**src/rtl/multicycle_controller_pkg.sv**
```systemverilog
// Shared constants for the multi-cycle MIPS control unit.
// Holds opcodes, ALUOp codes, state encodings and the control bundle.
package multicycle_controller_pkg;

    // Opcodes from the single-cycle decoder plus the extended set
    localparam logic [5:0] EXE_SPECIAL = 6'b000000;
    localparam logic [5:0] LW_OP       = 6'b100011;
    localparam logic [5:0] SW_OP       = 6'b101011;
    localparam logic [5:0] BEQ_OP      = 6'b000100;
    localparam logic [5:0] J_OP        = 6'b000010;
    localparam logic [5:0] ADDI_OP     = 6'b001000;
    localparam logic [5:0] BNE_OP      = 6'b000101;
    localparam logic [5:0] ORI_OP      = 6'b001101;
    localparam logic [5:0] ANDI_OP     = 6'b001100;

    localparam logic [2:0] ALU_ADD   = 3'b000;
    localparam logic [2:0] ALU_SUB   = 3'b001;
    localparam logic [2:0] ALU_FUNCT = 3'b010;
    localparam logic [2:0] ALU_OR    = 3'b011;
    localparam logic [2:0] ALU_AND   = 3'b100;

    localparam logic [3:0] S_FETCH   = 4'd0;
    localparam logic [3:0] S_DECODE  = 4'd1;
    localparam logic [3:0] S_MEMADR  = 4'd2;
    localparam logic [3:0] S_MEMRD   = 4'd3;
    localparam logic [3:0] S_MEMWB   = 4'd4;
    localparam logic [3:0] S_MEMWR   = 4'd5;
    localparam logic [3:0] S_EXECUTE = 4'd6;
    localparam logic [3:0] S_ALUWB   = 4'd7;
    localparam logic [3:0] S_BRANCH  = 4'd8;
    localparam logic [3:0] S_IMMEX   = 4'd9;
    localparam logic [3:0] S_IMMWB   = 4'd10;
    localparam logic [3:0] S_JUMP    = 4'd11;

    typedef struct packed {
        logic       mem_req;
        logic       iord;
        logic       irwrite;
        logic       pcwrite;
        logic       memwrite;
        logic       regwrite;
        logic       regdst;
        logic       memtoreg;
        logic       alusrca;
        logic [1:0] alusrcb;
        logic [2:0] aluop;
        logic       zeroext;
        logic [1:0] pcsrc;
        logic       branch;
        logic       branchne;
        logic       illegal;
        logic       retire;
    } ctrl_t;

    function automatic logic op_legal(input logic [5:0] op,
                                      input logic ext);
        case (op)
            EXE_SPECIAL, LW_OP, SW_OP,
            BEQ_OP, J_OP, ADDI_OP:    op_legal = 1'b1;
            BNE_OP, ORI_OP, ANDI_OP:  op_legal = ext;
            default:                  op_legal = 1'b0;
        endcase
    endfunction

endpackage

```
**src/rtl/multicycle_controller_if.sv**
```systemverilog
// Unified memory port between controller (master) and memory (slave).
// Ports: mem_req, IorD, MemWrite from master; mem_ready from slave.
interface multicycle_controller_if;
    logic mem_req;
    logic mem_ready;
    logic IorD;
    logic MemWrite;

    modport master (
        output mem_req,
        output IorD,
        output MemWrite,
        input  mem_ready
    );

    modport slave (
        input  mem_req,
        input  IorD,
        input  MemWrite,
        output mem_ready
    );
endinterface

```
**src/rtl/mc_output_decode.sv**
```systemverilog
// Combinational control-vector decode from state and latched opcode.
// In: state, op_q, opcode (DECODE legality), ready. Out: ctrl bundle.
import multicycle_controller_pkg::*;

module mc_output_decode #(
    parameter int EXT_OPS = 1
) (
    input  logic [3:0] state,
    input  logic [5:0] op_q,
    input  logic [5:0] opcode,
    input  logic       ready,
    output ctrl_t      ctrl
);
    always_comb begin
        ctrl = '0;
        unique case (state)
            S_FETCH: begin
                ctrl.mem_req = 1'b1;
                ctrl.alusrcb = 2'b01;
                ctrl.irwrite = ready;
                ctrl.pcwrite = ready;
            end
            S_DECODE: begin
                ctrl.alusrcb = 2'b11;
                // op_q is not loaded yet, so legality uses the IR field
                ctrl.illegal = !op_legal(opcode, EXT_OPS != 0);
            end
            S_MEMADR: begin
                ctrl.alusrca = 1'b1;
                ctrl.alusrcb = 2'b10;
            end
            S_MEMRD: begin
                ctrl.mem_req = 1'b1;
                ctrl.iord    = 1'b1;
            end
            S_MEMWB: begin
                ctrl.memtoreg = 1'b1;
                ctrl.regwrite = 1'b1;
                ctrl.retire   = 1'b1;
            end
            S_MEMWR: begin
                ctrl.mem_req  = 1'b1;
                ctrl.iord     = 1'b1;
                ctrl.memwrite = 1'b1;
                ctrl.retire   = ready;
            end
            S_EXECUTE: begin
                ctrl.alusrca = 1'b1;
                ctrl.aluop   = ALU_FUNCT;
            end
            S_ALUWB: begin
                ctrl.regdst   = 1'b1;
                ctrl.regwrite = 1'b1;
                ctrl.retire   = 1'b1;
            end
            S_BRANCH: begin
                ctrl.alusrca  = 1'b1;
                ctrl.aluop    = ALU_SUB;
                ctrl.pcsrc    = 2'b01;
                ctrl.branch   = (op_q == BEQ_OP);
                ctrl.branchne = (op_q == BNE_OP);
                ctrl.retire   = 1'b1;
            end
            S_IMMEX: begin
                ctrl.alusrca = 1'b1;
                ctrl.alusrcb = 2'b10;
                ctrl.zeroext = (op_q == ORI_OP) || (op_q == ANDI_OP);
                if (op_q == ORI_OP)
                    ctrl.aluop = ALU_OR;
                else if (op_q == ANDI_OP)
                    ctrl.aluop = ALU_AND;
                else
                    ctrl.aluop = ALU_ADD;
            end
            S_IMMWB: begin
                ctrl.regwrite = 1'b1;
                ctrl.retire   = 1'b1;
            end
            S_JUMP: begin
                ctrl.pcsrc   = 2'b10;
                ctrl.pcwrite = 1'b1;
                ctrl.retire  = 1'b1;
            end
            default: ctrl = '0;
        endcase
    end
endmodule

```
**src/rtl/multicycle_controller.sv**
```systemverilog
// Multi-cycle MIPS control FSM: sequences fetch..writeback per opcode.
// Ports: clk, rst, Opcode, mem (master), datapath enables/selects, debug.
import multicycle_controller_pkg::*;

module multicycle_controller #(
    parameter int EXT_OPS = 1,
    parameter int ALUOP_W = 3
) (
    input  logic               clk,
    input  logic               rst,
    input  logic [5:0]         Opcode,
    multicycle_controller_if.master mem,
    output logic               IRWrite,
    output logic               PCWrite,
    output logic               RegWrite,
    output logic               RegDst,
    output logic               MemtoReg,
    output logic               ALUSrcA,
    output logic [1:0]         ALUSrcB,
    output logic [ALUOP_W-1:0] ALUOp,
    output logic               ZeroExt,
    output logic [1:0]         PCSrc,
    output logic               Branch,
    output logic               BranchNe,
    output logic               illegal_op,
    output logic               retire,
    output logic [3:0]         state_o
);
    logic [3:0] state;
    logic [3:0] nxt;
    logic [5:0] op_q;
    logic       rst_q;
    logic       ready;
    ctrl_t      c;

    // The first FETCH cycle after reset ignores mem_ready so that no
    // write enable can fire in the cycle right after reset.
    assign ready = mem.mem_ready & ~rst_q;

    mc_output_decode #(.EXT_OPS(EXT_OPS)) u_dec (
        .state  (state),
        .op_q   (op_q),
        .opcode (Opcode),
        .ready  (ready),
        .ctrl   (c)
    );

    always_comb begin
        nxt = state;
        unique case (state)
            S_FETCH:   if (ready) nxt = S_DECODE;
            S_DECODE: begin
                if (!op_legal(Opcode, EXT_OPS != 0)) begin
                    nxt = S_FETCH;
                end else begin
                    case (Opcode)
                        EXE_SPECIAL:      nxt = S_EXECUTE;
                        LW_OP, SW_OP:     nxt = S_MEMADR;
                        BEQ_OP, BNE_OP:   nxt = S_BRANCH;
                        J_OP:             nxt = S_JUMP;
                        ADDI_OP, ORI_OP,
                        ANDI_OP:          nxt = S_IMMEX;
                        default:          nxt = S_FETCH;
                    endcase
                end
            end
            S_MEMADR:  nxt = (op_q == LW_OP) ? S_MEMRD : S_MEMWR;
            S_MEMRD:   if (ready) nxt = S_MEMWB;
            S_MEMWR:   if (ready) nxt = S_FETCH;
            S_EXECUTE: nxt = S_ALUWB;
            S_IMMEX:   nxt = S_IMMWB;
            S_MEMWB, S_ALUWB, S_BRANCH,
            S_IMMWB, S_JUMP: nxt = S_FETCH;
            default:   nxt = S_FETCH;
        endcase
    end

    always_ff @(posedge clk) begin
        if (rst) begin
            state <= S_FETCH;
            op_q  <= '0;
            rst_q <= 1'b1;
        end else begin
            state <= nxt;
            rst_q <= 1'b0;
            if (state == S_DECODE)
                op_q <= Opcode;
        end
    end

    assign mem.mem_req  = c.mem_req;
    assign mem.IorD     = c.iord;
    assign mem.MemWrite = c.memwrite;
    assign IRWrite      = c.irwrite;
    assign PCWrite      = c.pcwrite;
    assign RegWrite     = c.regwrite;
    assign RegDst       = c.regdst;
    assign MemtoReg     = c.memtoreg;
    assign ALUSrcA      = c.alusrca;
    assign ALUSrcB      = c.alusrcb;
    assign ALUOp        = ALUOP_W'(c.aluop);
    assign ZeroExt      = c.zeroext;
    assign PCSrc        = c.pcsrc;
    assign Branch       = c.branch;
    assign BranchNe     = c.branchne;
    assign illegal_op   = c.illegal;
    assign retire       = c.retire;
    assign state_o      = state;
endmodule

```
**src/flat_wrapper.sv**
```systemverilog
// flat-port wrapper written by rule: the top's interface ports become plain ports
module multicycle_controller_flat 
#(
    parameter int EXT_OPS = 1,
    parameter int ALUOP_W = 3
)
  (clk, rst, Opcode, IRWrite, PCWrite, RegWrite, RegDst, MemtoReg, ALUSrcA, ALUSrcB, ALUOp, ZeroExt, PCSrc, Branch, BranchNe, illegal_op, retire, state_o, mem_mem_req, mem_IorD, mem_MemWrite, mem_mem_ready);
  multicycle_controller_if mem_i ();
  input  logic clk;
  input  logic rst;
  input  logic [5:0] Opcode;
  output logic IRWrite;
  output logic PCWrite;
  output logic RegWrite;
  output logic RegDst;
  output logic MemtoReg;
  output logic ALUSrcA;
  output logic [1:0] ALUSrcB;
  output logic [ALUOP_W-1:0] ALUOp;
  output logic ZeroExt;
  output logic [1:0] PCSrc;
  output logic Branch;
  output logic BranchNe;
  output logic illegal_op;
  output logic retire;
  output logic [3:0] state_o;
  output wire logic [$bits(mem_i.mem_req)-1:0] mem_mem_req;
  output wire logic [$bits(mem_i.IorD)-1:0] mem_IorD;
  output wire logic [$bits(mem_i.MemWrite)-1:0] mem_MemWrite;
  input wire logic [$bits(mem_i.mem_ready)-1:0] mem_mem_ready;
  assign mem_mem_req = mem_i.mem_req;
  assign mem_IorD = mem_i.IorD;
  assign mem_MemWrite = mem_i.MemWrite;
  assign mem_i.mem_ready = mem_mem_ready;
  multicycle_controller #(.EXT_OPS(EXT_OPS), .ALUOP_W(ALUOP_W)) u_core (.clk(clk), .rst(rst), .Opcode(Opcode), .mem(mem_i), .IRWrite(IRWrite), .PCWrite(PCWrite), .RegWrite(RegWrite), .RegDst(RegDst), .MemtoReg(MemtoReg), .ALUSrcA(ALUSrcA), .ALUSrcB(ALUSrcB), .ALUOp(ALUOp), .ZeroExt(ZeroExt), .PCSrc(PCSrc), .Branch(Branch), .BranchNe(BranchNe), .illegal_op(illegal_op), .retire(retire), .state_o(state_o));
endmodule
```
**config.mk**
```make
export PLATFORM = sky130hd
export DESIGN_NAME = multicycle_controller_flat
export DESIGN_NICKNAME = d
export VERILOG_FILES = /design/src/rtl/multicycle_controller_pkg.sv /design/src/rtl/multicycle_controller_if.sv /design/src/rtl/mc_output_decode.sv /design/src/rtl/multicycle_controller.sv /design/src/flat_wrapper.sv
export SDC_FILE = /design/constraint.sdc
export NUM_CORES = 1
export LEC_CHECK = 0
export ABC_AREA = 1
export CAP_MARGIN = 40
export CORE_ASPECT_RATIO = 1.4
export CORE_MARGIN = 2
export CORE_UTILIZATION = 37
export DETAILED_ROUTE_END_ITERATION = 8
export HOLD_SLACK_MARGIN = 0.02
export PLACE_DENSITY = 0.74
export RECOVER_POWER = 25
export SYNTH_ARGS = -nofsm -noshare
export SYNTH_HDL_FRONTEND = slang
export SYNTH_SLANG_ARGS = --single-unit
export TNS_END_PERCENT = 20
```
**constraint.sdc**
```tcl
create_clock -name clk -period 2.75 [get_ports clk]
set_input_delay 0.4125 -clock clk [delete_from_list [all_inputs] [get_ports clk]]
set_output_delay 0.4125 -clock clk [all_outputs]
set_load 0.03 [all_outputs]
```
==> metrics.txt, run 1 <==
status finished clean; crit-path cells inv_2 > nor2_4 > inv_2 > nor2_2 > nand3_1 > a211oi_1 > clkdlybuf4s50_1; Final period util 93.38%; Fin Hold WS 0.5013 ns; Port Buffer Count 33; async set or reset register ratio after synthesis 0%; Worst Setup End Kind output port; ys flop type dfxtp_1; Root Driver clkbuf_4; Reg clk slew, reported paths 0.07 ns; Pwr Total 0.4853 mW; RSZ-0062 raised after global routing false; crit path DAT 2.16 ns; final setup vio count 0; vias in the first global route 940; CP Class reg -> out; r2r setup slk 1.08 ns; # IOs 34; most used cell, CP inv_2; f_max 389.4 MHz; slew at the pin closest to its max-slew limit 0.3149 ns; Routed Antenna Nets 0; area grow syn2layout 45.82%; area occupied by multi-input gates 514.2 um2; EDFF count, synth 0; die width 44.23 um; count of different cell masters after synthesis 23; Final Hold Fails 0; sequential share of the synthesized area 26.27%; Post-Syn Nets 147; Post-synth top cells nand2_1, nor2_1, inv_1; drt first pass iters 4; initial antenna violation count 0; Clock Sinks 11; final worst slack 0.1820 ns; Vias 1034; Max Slew Vio Count 0; GRT Util Overall 18.74%; GP Congestion 0.8593; total core area 2152 um2; Mapped Area 838.3 um2; fin crit period 2.568 ns; #FFs+latches synth 11; worst r2r src u_core.state_o[2]; pre-CTS WS 0.1166 ns; post-CTS setup buffer count 0; DR WL/cell 11.58 um; layout cell share with drive strength beyond 1 9.714%; Initial DRC Count 30; HP Class reg -> reg; H-tree level count 1; count leader, synth nand2_1; die area 2668 um2; CTS tree yes; Setup Skew 0.001687 ns; CP required 2.34 ns; syn_area_per_cell 6.075 um2; Synth area leader dfxtp_1; Crit Path Max Fanout 7; TritonCTS buffer count 3; global route overflow 0; antenna cells 0; Syn Inst Count 138; CP startpoint kind flop; top cell type's share of synthesized area 26.27%; first-pass GRT wire length 3815 um; fillers 229; crit path launch u_core.state_o[0]; Total Nets Final 185; origin of the worst min-delay path u_core.op_q[4]; final WL 2282 um; Starting Density 38.95%; Die H 60.32 um; Post-DP HPWL 1961 um; PD cells 397.0 nW/um2; worst vdd ir 237.9 uV; setup TNS 0 ns; register area 220.2 um2; slowest stage delay, CP 0.71 ns; # DRC 0; clk_lat worst skew 0.27 ns; Worst slew margin 78.94%; maximum clock insertion buffer count 2; Area contributors post-synth dfxtp_1, nand2_1, nor2_1; Leakage 0.5770 nW; largest net degree at the start of global routing 10; Vias/cell 5.249; CP max stage cell clkdlybuf4s50_1; Core Rows 20; Max-Cap Viols 0; total number of yosys warnings 0
[stage by stage]
stage          util [%]  area (um2)  instances
2_1_floorplan         -       838.3        138
3_3_place_gp      55.58        1196        193
3_5_place_dp      55.58        1196        193
4_1_cts           56.80        1222        197
5_1_grt           56.80        1222        197
6_report          56.80        1222        197
[state kept, by name, summed over array words and instances, names as in the netlist]
register / flops
u_core.state_o: 4
u_core.op_q: 6
u_core.rst_q: 1
[final cells by class]
| class | instances | area share, % |
|---|---|---|
| clock buffer | 4 | 2.149 |
| tap | 22 | 2.252 |
| inverter | 26 | 8.291 |
| multi-input combinational | 101 | 42.07 |
| timing repair buffer | 33 | 27.23 |
| sequential | 11 | 18.01 |
[per-layer routing]
layer  vias to the layer above  GRT usage (%)  part of all wire [%]
met1                       473          20.55                    38
met3                         5          1.208                   4.6
met4                         0          9.091                   2.3
li1                        523              -                     -
met2                        33          35.50                    55
met5                         -              0                     0
[worst max-delay path: cells and delay by family, from the launching register on]
family / cells / cell delay [ns]
and+or+nand+nor: 3 / 0.34
buffers and inverters: 3 / 0.87
AOI/OAI and AO/OA: 1 / 0.19
DFF: 1 / 0.50
[power by group]
part           internal, mW  total, mW  switching, mW
clock                0.0562      0.110         0.0538
combinational        0.0670      0.179          0.112
sequential            0.177      0.196         0.0196
total                 0.300      0.485          0.185
[kinds of logic after synthesis]
kind of cell | count (synthesis) | synth area share [%]
AOI/OAI and AO/OA | 20 | 13.28
buffers and inverters | 26 | 12.09
DFF | 11 | 26.27
and+or+nand+nor | 81 | 48.36
[worst paths after layout]
check,endpoint,cells after the start
min reg2reg,u_core.op_q[4],2
min,u_core.op_q[4],2
max reg2reg,u_core.state_o[1],7
max,ALUOp[2],7
[cells in the final DEF, fill, tap and decap left out, drive strengths merged, types with 2 or more instances in the layout]
| cell | synthesis | layout |
|---|---|---|
| nor3 | 5 | 5 |
| nand2 | 27 | 27 |
| a21oi | 7 | 7 |
| nand3 | 14 | 14 |
| dfxtp | 11 | 11 |
| o21ai | 9 | 9 |
| o2111ai | 2 | 2 |
| inv | 25 | 25 |
| clkbuf | 0 | 4 |
| nand4 | 5 | 5 |
| nor2 | 28 | 28 |
| clkdlybuf4s50 | 0 | 31 |
[timing repair]
action,in CTS,in global routing
hold buffers,0,0
gates resized for setup,0,1
endpoints found under the setup margin,0,1
endpoints found under the hold margin,0,0
(Power assumes the default switching activity.)
==> run 2: changes to the inputs <==
Settings changed: CORE_MARGIN 2 to default, PLACE_DENSITY 0.74 to 0.71, SYNTH_HIERARCHICAL from default to 1.
==> metrics.txt, run 2 <==
H-tree level count 1; post-CTS setup buffer count 0; Post-DP HPWL 2068 um; slew at the pin closest to its max-slew limit 0.5043 ns; PostCTS Resize Cnt 0; Post-Syn Nets 180; clk_lat worst skew 0.27 ns; vias in the first global route 1102; Vias/cell 4.798; area grow syn2layout 35.53%; Routed Antenna Nets 0; RSZ-0062 raised after global routing false; Synth area leader dfxtp_1; Syn Inst Count 171; Final Hold Fails 0; top cell type's share of synthesized area 21.86%; sequential share of the synthesized area 21.86%; largest register by flop count u_core/op_q; HP Class reg -> reg; Setup Skew 0.004573 ns; global-route track usage on met1 19.55%; Finished Layout Cells 242; f_max 404.4 MHz; Final period util 89.93%; TritonCTS buffer count 3; Mapped Area 1007 um2; Worst Setup End Kind output port; status finished clean; Leakage 0.6182 nW; # IOs 34; DR WL/cell 10.13 um; Die H 63.74 um; syn_area_per_cell 5.890 um2; CP required 2.34 ns; Root Driver clkbuf_4; drt first pass iters 4; Finished Cell Area 1365 um2; final WL 2451 um; max reg flops 6; most common cell after layout, fill and taps aside nand2_1; Initial DRC Count 16; initial antenna violation count 0; Total Nets Final 216; Post-synth top cells nand2_1, nor2_1, inv_1; Core Rows 22; antenna cells 0; Starting Density 38.52%; Max-Cap Viols 0; die width 46.10 um; global route overflow 0; Reg clk slew, reported paths 0.07 ns; setup TNS 0 ns; #FFs+latches synth 11; Area contributors post-synth dfxtp_1, nand2_1, nor2_1; most frequent cells in the layout nand2_1, clkdlybuf4s50_1, nor2_1; M3 GR Usage 1.977%; maximum clock insertion buffer count 2; DP Area 1358 um2; GP Congestion 0.8584; Worst slew margin 66.20%; final setup vio count 0; fin crit period 2.473 ns; Post-Place Cells 238; count of different cell masters after synthesis 27; CTS tree yes; crit path DAT 2.06 ns; first-pass GRT wire length 4250 um; Crit Path Max Fanout 8; total number of yosys warnings 6; ys flop type dfxtp_1; Clock Sinks 11; die area 2938 um2; cts hold-fix bufs 0; CP startpoint kind flop; PD cells 313.0 nW/um2; grt met2 use 35.04%; fillers 268; # DRC 0; largest net degree at the start of global routing 14; Port Buffer Count 33; Fin Hold WS 0.4968 ns; total core area 2615 um2; async set or reset register ratio after synthesis 0%; Vias 1161; layout cell share with drive strength beyond 1 10.68%; Max Slew Vio Count 0; CP Class reg -> out; EDFF count, synth 0; GRT Util Overall 18.54%; count leader, synth nand2_1; worst vdd ir 258.8 uV; busiest metal layer after global routing met2
[run 2: changes by cell type after synthesis, sizes merged, moves of 2 or more]
cell / delta
a211oi: +3
a21oi: +2
inv: +6
nand2: +20
nand3: -5
nand4: -2
nor2: +11
nor3: -2
o2111ai: -2
o21ai: -2
[run 2: final cells by class]
cell class	count	area (um2)	share of cell area, %
flip-flops and latches	11	220.2	16.13
multi-input cells	127	624.3	45.74
clock buffers	3	22.52	1.650
well taps	36	45.04	3.300
repair buffers	33	330.3	24.20
clock inverters	1	5.005	0.3666
inverters	31	117.6	8.616
[run 2: kinds of logic (layout without fill, tap and decap cells)]
group | count (synthesis) | in the layout | synth area share [%]
flip-flops | 11 | 11 | 21.86
AO/OA/AOI/OAI | 23 | 23 | 15.65
buffers and inverters | 33 | 68 | 14.29
AND/OR/NAND/NOR | 104 | 104 | 48.20
[run 2: through the flow]
step	setup WS, ns	utilization [%]	power [mW]
2_1_floorplan	0.6441	-	0.2833
3_3_place_gp	0.3262	51.91	0.3256
3_5_place_dp	0.3103	51.91	0.3281
4_1_cts	0.2767	52.97	0.4359
5_1_grt	0.09231	52.20	0.4548
6_report	0.2769	52.20	0.4273
[run 2: per-layer routing]
metal  up-vias  routed length [um]
met3         6                 113
met4         0                  78
met5         -                   0
met2        39                1247
met1       509                1013
li1        607                   -
[run 2: path summary, 6_finish.rpt]
| kind | startpoint | end | slack [ns] | cells after the start |
|---|---|---|---|---|
| max | u_core/state_o[2] | ALUSrcA | 0.28 | 5 |
| min | u_core/op_q[5] | u_core/op_q[5] | 0.50 | 2 |
| min reg2reg | u_core/op_q[5] | u_core/op_q[5] | 0.50 | 2 |
| max reg2reg | u_core/state_o[0] | u_core/state_o[0] | 0.91 | 8 |
[run 2: power breakdown]
group | leakage, nW | switching (mW) | internal [mW]
Clock | 0.0177 | 0.0541 | 0.0539
Sequential | 0.0901 | 0.0120 | 0.170
Combinational | 0.510 | 0.0853 | 0.0519
[run 2: worst max-delay path: stages (launching register included)]
cell and delay (ns):
dfxtp_1 0.50, inv_1 0.11, nor2_1 0.25, nand2_1 0.12, o211ai_1 0.11, clkdlybuf4s50_1 0.69
